`src/rtl/didactic_gpio_pkg.sv`:
```
// Shared constants for the Didactic GPIO controller: APB register map and sizing.
package didactic_gpio_pkg;

    localparam int APB_ADDR_W = 5;
    localparam int MAX_GPIO   = 32;

    localparam logic [APB_ADDR_W-1:0] DIR_OFS      = 5'h00;
    localparam logic [APB_ADDR_W-1:0] OUT_OFS      = 5'h04;
    localparam logic [APB_ADDR_W-1:0] IN_OFS       = 5'h08;
    localparam logic [APB_ADDR_W-1:0] IRQ_EN_OFS   = 5'h0C;
    localparam logic [APB_ADDR_W-1:0] IRQ_RISE_OFS = 5'h10;
    localparam logic [APB_ADDR_W-1:0] IRQ_FALL_OFS = 5'h14;
    localparam logic [APB_ADDR_W-1:0] STATUS_OFS   = 5'h18;

    // Byte address with the sub-word bits forced to zero.
    function automatic logic [APB_ADDR_W-1:0] word_addr(input logic [APB_ADDR_W-1:0] addr);
        return {addr[APB_ADDR_W-1:2], 2'b00};
    endfunction

endpackage

```
`src/rtl/gpio_in_filter.sv`:
```
// One GPIO input channel: two-flop synchroniser, persistence glitch filter
// and a one-cycle delayed copy of the filtered level for edge detection.
module gpio_in_filter #(
    parameter int FILTER_CYCLES = 4
) (
    input  logic clk_in,
    input  logic reset,
    input  logic din,
    output logic filt,
    output logic filt_d
);

    localparam int CNT_W = (FILTER_CYCLES > 1) ? $clog2(FILTER_CYCLES) : 1;
    localparam logic [CNT_W-1:0] CNT_LAST = CNT_W'((FILTER_CYCLES > 0) ? FILTER_CYCLES - 1 : 0);

    logic [1:0]       sync_reg;
    logic [CNT_W-1:0] cnt_reg;
    logic             filt_reg;
    logic             filt_d_reg;
    logic             sync;

    assign sync = sync_reg[1];

    always_ff @(posedge clk_in or negedge reset) begin
        if (!reset) begin
            sync_reg   <= '0;
            cnt_reg    <= '0;
            filt_reg   <= 1'b0;
            filt_d_reg <= 1'b0;
        end else begin
            sync_reg   <= {sync_reg[0], din};
            filt_d_reg <= filt_reg;
            if (FILTER_CYCLES == 0) begin
                filt_reg <= sync;
                cnt_reg  <= '0;
            end else if (sync == filt_reg) begin
                cnt_reg <= '0;
            end else if (cnt_reg == CNT_LAST) begin
                // Mismatch has held for FILTER_CYCLES consecutive samples.
                filt_reg <= sync;
                cnt_reg  <= '0;
            end else begin
                cnt_reg <= cnt_reg + 1'b1;
            end
        end
    end

    assign filt   = filt_reg;
    assign filt_d = filt_d_reg;

endmodule

```
`src/rtl/didactic_gpio_ctrl.sv`:
```
// APB GPIO controller: per-channel direction/output registers, filtered inputs
// and sticky edge-triggered interrupt status with a level irq output.
module didactic_gpio_ctrl
    import didactic_gpio_pkg::*;
#(
    parameter int NUM_GPIO      = 8,
    parameter int FILTER_CYCLES = 4
) (
    input  logic                  clk_in,
    input  logic                  reset,
    input  logic                  psel,
    input  logic                  penable,
    input  logic                  pwrite,
    input  logic [APB_ADDR_W-1:0] paddr,
    input  logic [31:0]           pwdata,
    output logic [31:0]           prdata,
    output logic                  pready,
    output logic                  pslverr,
    input  logic [NUM_GPIO-1:0]   gpio_in,
    output logic [NUM_GPIO-1:0]   gpio_out,
    output logic [NUM_GPIO-1:0]   gpio_oe,
    output logic                  irq
);

    logic [NUM_GPIO-1:0] dir_reg;
    logic [NUM_GPIO-1:0] out_reg;
    logic [NUM_GPIO-1:0] irq_en_reg;
    logic [NUM_GPIO-1:0] irq_rise_reg;
    logic [NUM_GPIO-1:0] irq_fall_reg;
    logic [NUM_GPIO-1:0] status_reg;
    logic [NUM_GPIO-1:0] status_next;
    logic [NUM_GPIO-1:0] filt;
    logic [NUM_GPIO-1:0] filt_d;
    logic [NUM_GPIO-1:0] edge_set;
    logic [NUM_GPIO-1:0] wdata;

    logic                  access;
    logic                  addr_valid;
    logic                  wr_ok;
    logic [APB_ADDR_W-1:0] ofs;
    logic                  unused_bits;

    assign unused_bits = &{1'b0, paddr[1:0], pwdata};

    genvar gi;
    generate
        for (gi = 0; gi < NUM_GPIO; gi++) begin : g_in
            gpio_in_filter #(
                .FILTER_CYCLES(FILTER_CYCLES)
            ) u_filter (
                .clk_in (clk_in),
                .reset  (reset),
                .din    (gpio_in[gi]),
                .filt   (filt[gi]),
                .filt_d (filt_d[gi])
            );
        end
    endgenerate

    assign access     = psel & penable;
    assign ofs        = word_addr(paddr);
    assign addr_valid = (ofs <= STATUS_OFS);
    assign wdata      = pwdata[NUM_GPIO-1:0];
    assign pready     = 1'b1;

    always_comb begin
        pslverr = 1'b0;
        if (access) begin
            pslverr = pwrite ? (!addr_valid || ofs == IN_OFS) : !addr_valid;
        end
    end

    assign wr_ok = access & pwrite & ~pslverr;

    // Edges are taken from the filtered level, so outputs looped back count too.
    assign edge_set = (filt & ~filt_d & irq_rise_reg) | (~filt & filt_d & irq_fall_reg);

    always_comb begin
        status_next = status_reg;
        if (wr_ok && ofs == STATUS_OFS) begin
            status_next = status_reg & ~wdata;
        end
        status_next = status_next | edge_set;
    end

    always_ff @(posedge clk_in or negedge reset) begin
        if (!reset) begin
            dir_reg      <= '0;
            out_reg      <= '0;
            irq_en_reg   <= '0;
            irq_rise_reg <= '0;
            irq_fall_reg <= '0;
            status_reg   <= '0;
        end else begin
            if (wr_ok && ofs == DIR_OFS)      dir_reg      <= wdata;
            if (wr_ok && ofs == OUT_OFS)      out_reg      <= wdata;
            if (wr_ok && ofs == IRQ_EN_OFS)   irq_en_reg   <= wdata;
            if (wr_ok && ofs == IRQ_RISE_OFS) irq_rise_reg <= wdata;
            if (wr_ok && ofs == IRQ_FALL_OFS) irq_fall_reg <= wdata;
            status_reg <= status_next;
        end
    end

    always_comb begin
        prdata = '0;
        if (access && !pwrite) begin
            case (ofs)
                DIR_OFS:      prdata = 32'(dir_reg);
                OUT_OFS:      prdata = 32'(out_reg);
                IN_OFS:       prdata = 32'(filt);
                IRQ_EN_OFS:   prdata = 32'(irq_en_reg);
                IRQ_RISE_OFS: prdata = 32'(irq_rise_reg);
                IRQ_FALL_OFS: prdata = 32'(irq_fall_reg);
                STATUS_OFS:   prdata = 32'(status_reg);
                default:      prdata = '0;
            endcase
        end
    end

    assign gpio_oe  = dir_reg;
    assign gpio_out = out_reg;
    assign irq      = |(status_reg & irq_en_reg);

endmodule

```
`config.mk`:
```
export PLATFORM = sky130hd
export DESIGN_NAME = didactic_gpio_ctrl
export DESIGN_NICKNAME = d
export VERILOG_FILES = /design/src/rtl/didactic_gpio_pkg.sv /design/src/rtl/gpio_in_filter.sv /design/src/rtl/didactic_gpio_ctrl.sv
export SDC_FILE = /design/constraint.sdc
export NUM_CORES = 1
export LEC_CHECK = 0
export CAP_MARGIN = 20
export CORE_ASPECT_RATIO = 1.5
export CORE_MARGIN = 1.5
export CORE_UTILIZATION = 50
export CTS_CLUSTER_DIAMETER = 200
export CTS_CLUSTER_SIZE = 20
export DETAILED_ROUTE_END_ITERATION = 12
export HOLD_SLACK_MARGIN = 0.15
export MAX_ROUTING_LAYER = met4
export PLACE_DENSITY = 0.8
export SYNTH_ARGS = -nofsm -noshare
export SYNTH_HDL_FRONTEND = slang
export SYNTH_SLANG_ARGS = --single-unit
```
`constraint.sdc`:
```
create_clock -name clk_in -period 1.65 [get_ports clk_in]
set_input_delay 0.2475 -clock clk_in [delete_from_list [all_inputs] [get_ports clk_in]]
set_output_delay 0.2475 -clock clk_in [all_outputs]
set_load 0.05 [all_outputs]
```
==> results of run 1 <==
-- what timing repair did --
item | in CTS | in global routing
cloned | 1 | 0
buffers inserted | 23 | 5
setup endpoints to repair | 43 | 9
resized for setup | 50 | 32
pin swaps | 12 | 11
hold buffers | 1 | 0
endpoints found under the hold margin | 96 | 0
-- through the flow --
stage	instance area (µm²)	setup WS, ps	cells	TNS, ps
after floorplan	4530	-298	360	-298
after global placement	5300	-529	533	-21910
after detailed placement	5300	-535	533	-23040
after CTS	5920	-165	572	-991
after global routing	6080	-232	575	-1310
final	6080	-216	575	-1080
-- layer usage --
metal	wire length, µm	GRT usage (%)
met5	0	-
met4	441	12.6
met3	638	4.26
met2	6070	43.9
met1	4210	28.3
-- cell usage in the layout (no fill, tap or decap), types with 3 or more instances in the layout --
cell,count
xnor2_1,5
xor2_1,3
and2_1,3
dfrtp_2,10
nor3b_1,3
a22oi_2,3
nand2_1,25
dfrtp_1,86
a21oi_4,5
buf_4,80
nand3b_1,8
a21o_1,8
a21oi_1,3
mux2_2,42
clkdlybuf4s50_1,16
mux2i_1,5
ha_1,8
o21ai_0,8
o21ai_4,4
nor3_1,5
nor2_2,6
nor2_4,4
mux2_4,12
buf_12,6
mux4_2,3
dlygate4sd2_1,3
buf_6,15
nor2_1,5
nor2b_1,5
clkbuf_16,9
conb_1,25
-- logic make-up (layout without fill, tap and decap cells) --
kind of cell               Yosys count  after routing  synth area share (%)
AOI/OAI and AO/OA                   47             47                  7.18
xor gates and xnor gates             8              8                  1.62
adders and majority gates            8              8                  2.32
buffers and inverters               33            141                  5.62
DFF                                 96             96                  55.6
muxes                               63             63                  17.7
other                                2             25                 0.174
and+or+nand+nor                     80             80                  9.76
-- worst reg2reg max path: cells and delay by family, from the launching register on --
| family | cells | cell delay, ps |
|---|---|---|
| flip-flops | 1 | 400 |
| AND/OR/NAND/NOR | 1 | 110 |
| AO/OA/AOI/OAI | 2 | 280 |
| buffers and inverters | 1 | 170 |
-- worst min-delay path by stage --
stage | cells after the start | to | slack, ps | startpoint
after global placement | 1 | g_in[2].u_filter.sync_reg[0]$_DFF_PN0_ | 160 | reset
after floorplan | 0 | g_in[0].u_filter.cnt_reg[0]$_DFF_PN0_ | -50 | reset
after global routing | 1 | g_in[6].u_filter.sync_reg[0]$_DFF_PN0_ | 340 | gpio_in[6]
final | 2 | g_in[2].u_filter.sync_reg[0]$_DFF_PN0_ | 340 | reset
after CTS | 1 | g_in[6].u_filter.sync_reg[0]$_DFF_PN0_ | 340 | gpio_in[6]
after detailed placement | 1 | g_in[2].u_filter.sync_reg[0]$_DFF_PN0_ | 170 | reset
-- final cells by class --
class | count | area, µm² | area share (%)
Timing Repair Buffer | 125 | 1130 | 18.7
Clock buffer | 12 | 256 | 4.22
Multi-Input combinational cell | 231 | 2090 | 34.4
Clock inverter | 3 | 42.5 | 0.700
Inverter | 1 | 6.26 | 0.103
Sequential cell | 96 | 2410 | 39.7
Tap cell | 107 | 134 | 2.20
-- power by group through the flow --
| stage | Clock [W] | Combinational [W] | Sequential [W] |
|---|---|---|---|
| after floorplan | 0 | 0.00124 | 0.00367 |
| after global placement | 0 | 0.00204 | 0.00348 |
| after detailed placement | 0 | 0.00213 | 0.00352 |
| after CTS | 0.00210 | 0.00243 | 0.00345 |
| after global routing | 0.00219 | 0.00277 | 0.00357 |
| final | 0.00208 | 0.00258 | 0.00351 |
==> summary.md, run 1 <==
| Metric | Value |
|---|---|
| Status | complete, but fails checks |
| Failing checks | setup timing |
| Seq pwr share | 42.9% |
| Crit Reg-Reg Startpoint | g_in[3].u_filter.filt$_DFFE_PN0P_ |
| Mapped Cells | 337 |
| Syn avg cell area | 12.8 µm² |
| Required time worst endpoint | 1400 ps |
| Post-DP HPWL | 6840 µm |
| GRT Total Usage | 25.3% |
| Leading post-synthesis cells by cell area | dfrtp_1 56%, mux2_2 12%, buf_4 4.7%, mux2_4 2.8%, nand2_1 2.3% |
| Post-Syn Area | 0.00432 mm² |
| P&R area growth vs syn | 40.7% |
| Num CTS Buffers | 9 |
| Int Pwr | 0.00550 W |
| Worst-path cell chain | mux4_2 > nor2_4 > a211oi_4 > buf_6 |
| Ys async rst share | 100% |
| Post-synth top flop | dfrtp_1 |
| Critical path buffer and inverter count | 1 |
| 1st-iter DRT viols | 290 |
| Critical Path AT | 1620 ps |
| Leak | 2.73 nW |
| DR vias/cell | 5.67 |
| Synth Register Bits | 96 |
| Power Density | 1340 mW/mm² |
| Clock Path Buffers | 2 |
| Post-synth top area share | 55.6% |
| Largest area contributor in the netlist | dfrtp_1 |
| Fraction of layout instances using a drive strength above 1 | 48.9% |
| Max Freq | 536 MHz |
| Crit. End Element | primary output |
| WL/cell | 19.8 µm |
| CP Depth | 4 |
| # rows | 41 |
| CTS tree | done |
| Sw frac | 32.7% |
| Vias | 3,259 |
| Clock power frac | 25.5% |
| Synth Warn # | 0 |
| Critical Path End | prdata[5] |
| CTS sink cnt | 96 |
| Post-route ant nets | 0 |
| Total power | 0.00817 W |
| Clock Latency Late Sink | 340 ps |
| Pin count of the biggest net entering global routing | 40 |
| Critical path's top delay family | multiplexers |
| Tmin final | 1870 ps |
| Comb pwr share | 31.6% |
| Antenna Cells | 0 |
| Final Wtd Congestion | 0.957 |
| Top-count cell post-synth | dfrtp_1 |
| First-pass GRT wire length | 16,700 µm |
| Clock-pin slew on the worst setup and hold paths | 60 ps |
| DIE AREA | 0.00922 mm² |
| VDD IR max | 0.795 mV |
| Initial antenna violation count | 0 |
| Post-synth cell types | 40 |
| Die X | 78.9 µm |
| Hold Path Class | primary input to asynchronous set/reset pin |
| Io pins | 101 |
| FF-to-FF End | status_reg[3]$_DFF_PN0_ |
| Final #Nets | 522 |
| Net switching power | 0.00267 W |
| Max-Cap Viols | 0 |
| Grt ovf | 0 |
| CP max-delay cell | mux4_2 |
| Slew Limit Fails | 0 |
| FF-to-FF setup slack | 590 ps |
| Tcrit/Tclk final | 113% |
| Port Buffers | 49 |
| Worst Skew | 6.06 ps |
| Die height | 117 µm |
| WS Path Type | flip-flop to primary output |
| CP startpoint | gpio_oe[5]$_DFFE_PN0P_ |
| Vias in the first global route | 3,312 |
| Fillers | 541 |
| R2R cell count | 4 |
| Min Hold Slack | 339 ps |
| Util after Layout | 72.3% |
| Register area share after synthesis | 55.6% |
| DRC viols | 0 |
| H-tree depth | 3 |
| EDFF count, synth | 0 |
| Endpoints failing hold | 0 |
| Pre-antenna DRT Iters | 4 |
| Critical path peak fanout | 2 |
| Most common library cells after synthesis | 96 x dfrtp_1, 46 x mux2_2, 27 x buf_4, 27 x nand2_1 |
| Root Buffer | clkbuf_16 |
| Initial Utilization | 51.4% |
| Unrepaired setup endpoints after global routing | true |
| Worst setup SP type | flip-flop |
| Crit-path max cell delay | 520 ps |
| Final worst slack | -216 ps |
| Total Wirelength | 11,400 µm |
| Final setup viols | 9 |
| CORE AREA | 0.00841 mm² |
Power figures use the tool's default switching activity.
==> inputs of run 2 (changes only) <==
==> constraint.sdc (replaced) <==
create_clock -name clk_in -period 2.4 [get_ports clk_in]
set_input_delay 0.36 -clock clk_in [delete_from_list [all_inputs] [get_ports clk_in]]
set_output_delay 0.36 -clock clk_in [all_outputs]
set_load 0.05 [all_outputs]
==> summary.md, run 2 (synthesis gave the netlist of run 1 again) <==
| Metric | Value |
|---|---|
| H-tree depth | 3 |
| FF-to-FF End | g_in[1].u_filter.filt$_DFFE_PN0P_ |
| WL/cell | 16.6 µm |
| CTS tree | done |
| Required time worst endpoint | 2040 ps |
| 1st-iter DRT viols | 245 |
| Non-Filler Instances | 528 |
| Critical path peak fanout | 10 |
| DRC viols | 0 |
| Leak | 2.41 nW |
| Final setup viols | 0 |
| DR vias/cell | 5.41 |
| Grt ovf | 0 |
| Hold EP | g_in[2].u_filter.sync_reg[1]$_DFF_PN0_ |
| Min Hold Slack | 348 ps |
| Die X | 78.9 µm |
| Vias in the first global route | 2,944 |
| Clock Path Buffers | 2 |
| Post-route ant nets | 0 |
| CTS sink cnt | 96 |
| Clock Latency Late Sink | 340 ps |
| Tcrit/Tclk final | 97.7% |
| CORE AREA | 0.00841 mm² |
| Crit. End Element | primary output |
| # rows | 41 |
| DR WL met2 | 4620 µm |
| Final Wtd Congestion | 0.877 |
| Endpoints failing hold | 0 |
| Initial Utilization | 51.4% |
| Critical path buffer and inverter count | 3 |
| Util after Layout | 63.5% |
| Most used cell, CP | buf_4 |
| Met3 wire length | 470 µm |
| P&R area growth vs syn | 23.6% |
| Antenna Cells | 0 |
| Power Density | 962 mW/mm² |
| Root Buffer | clkbuf_16 |
| R2R cell count | 2 |
| Slew @ Worst Pin | 568 ps |
| Post-DP HPWL | 6280 µm |
| Rel. slew slack | 62.1% |
| Io pins | 101 |
| Crit Reg-Reg Startpoint | g_in[1].u_filter.cnt_reg[0]$_DFF_PN0_ |
| Num CTS Buffers | 9 |
| Pin count of the biggest net entering global routing | 54 |
| Critical Path AT | 1990 ps |
| DIE AREA | 0.00922 mm² |
| VDD IR max | 0.650 mV |
| Status | finished clean |
| Most common cell after layout, fill and taps aside | dfrtp_1 |
| Hold Path Class | flip-flop to flip-flop |
| Crit-path max cell delay | 530 ps |
| Commonest cells after routing, fill and taps aside | 96 x dfrtp_1, 46 x mux2_2, 38 x clkdlybuf4s50_1, 35 x buf_4, 27 x nand2_1 |
| Worst-path cell chain | clkdlybuf4s50_1 > buf_4 > mux2_2 > a32oi_1 > a31oi_2 > buf_4 |
| Fillers | 660 |
| Unrepaired setup endpoints after global routing | false |
| Fraction of layout instances using a drive strength above 1 | 28.5% |
| Port Buffers | 49 |
| Post-CTS Setup Bufs | 0 |
| Hold Path Origin | g_in[2].u_filter.sync_reg[0]$_DFF_PN0_ |
| WS Path Type | primary input to primary output |
| Max-Cap Viols | 0 |
| Total Wirelength | 8740 µm |
| Total power | 0.00514 W |
| Worst setup SP type | primary input |
| GRT Total Usage | 21.8% |
| Clock-pin slew on the worst setup and hold paths | 60 ps |
| Pre-CTS setup slack | -14.7 ps |
| Max Freq | 426 MHz |
| Hold Crit Depth | 0 |
| Worst Skew | 4.56 ps |
| Die height | 117 µm |
| Initial antenna violation count | 0 |
| Critical path's top delay family | buffers and inverters |
| FF-to-FF setup slack | 1370 ps |
| Uppermost layer routed | met4 |
| Metal-1 WL | 3460 µm |
| Vias | 2,859 |
| First-pass GRT wire length | 14,600 µm |
| Final #Nets | 475 |
| Inst Count DP | 512 |
| Tmin final | 2350 ps |
| Final worst slack | 55.0 ps |
| CP max-delay cell | clkdlybuf4s50_1 |
| Pre-antenna DRT Iters | 4 |
| Slew Limit Fails | 0 |
run 2: cell types whose count changed in the layout (fill, tap and decap cells not counted), moves of 5 or more:
cell             previous run  this run
a21oi_4                     5         0
dfrtp_1                    86        96
buf_4                      80        35
clkdlybuf4s50_1            16        38
nor2_1                      5        11
dfrtp_2                    10         0
buf_6                      15         0
a21oi_1                     3         9
run 2: metrics by stage:
stage / TNS, ps / cell area, µm²
2_1_floorplan: -268 / 4410
3_3_place_gp: 0 / 5020
3_5_place_dp: -14.7 / 5020
4_1_cts: 0 / 5320
5_1_grt: 0 / 5340
6_report: 0 / 5340
run 2: worst max path at each step:
stage                             from         to  cells past startpoint
4_1_cts                       paddr[4]  prdata[2]                      6
3_3_place_gp                  paddr[4]    pslverr                      6
3_5_place_dp                  paddr[4]    pslverr                      6
5_1_grt                       paddr[3]  prdata[2]                      6
6_report                      paddr[3]  prdata[2]                      6
2_1_floorplan  gpio_out[1]$_DFFE_PN0P_  prdata[1]                      3
run 2: final cells by class:
class | count | area (µm²) | share of cell area (%)
clock buffer | 11 | 243 | 4.55
clock inverter | 4 | 45.0 | 0.843
inverter | 1 | 5.00 | 0.0937
multi-input combinational | 231 | 1790 | 33.4
sequential | 96 | 2400 | 45.0
tap | 107 | 134 | 2.51
timing repair buffer | 78 | 726 | 13.6
run 2: power breakdown:
group	switching, W	leakage, nW	internal (W)
Clock	0.000563	0.145	0.000824
Sequential	0.000359	1.17	0.00206
Combinational	0.000690	1.09	0.000644
Total	0.00161	2.41	0.00353
run 2: what timing repair did:
action / in CTS / in global routing
endpoints found under the hold margin: 43 / 0
hold buffers: 1 / 0
endpoints found under the setup margin: 1 / 9
resized for setup: 1 / 4
run 2: layer usage:
metal / vias up / track usage, %
met3: 12 / 3.57
met2: 107 / 35.8
met5: - / -
met4: 0 / 11.0
li1: 1302 / -
met1: 1438 / 26.1
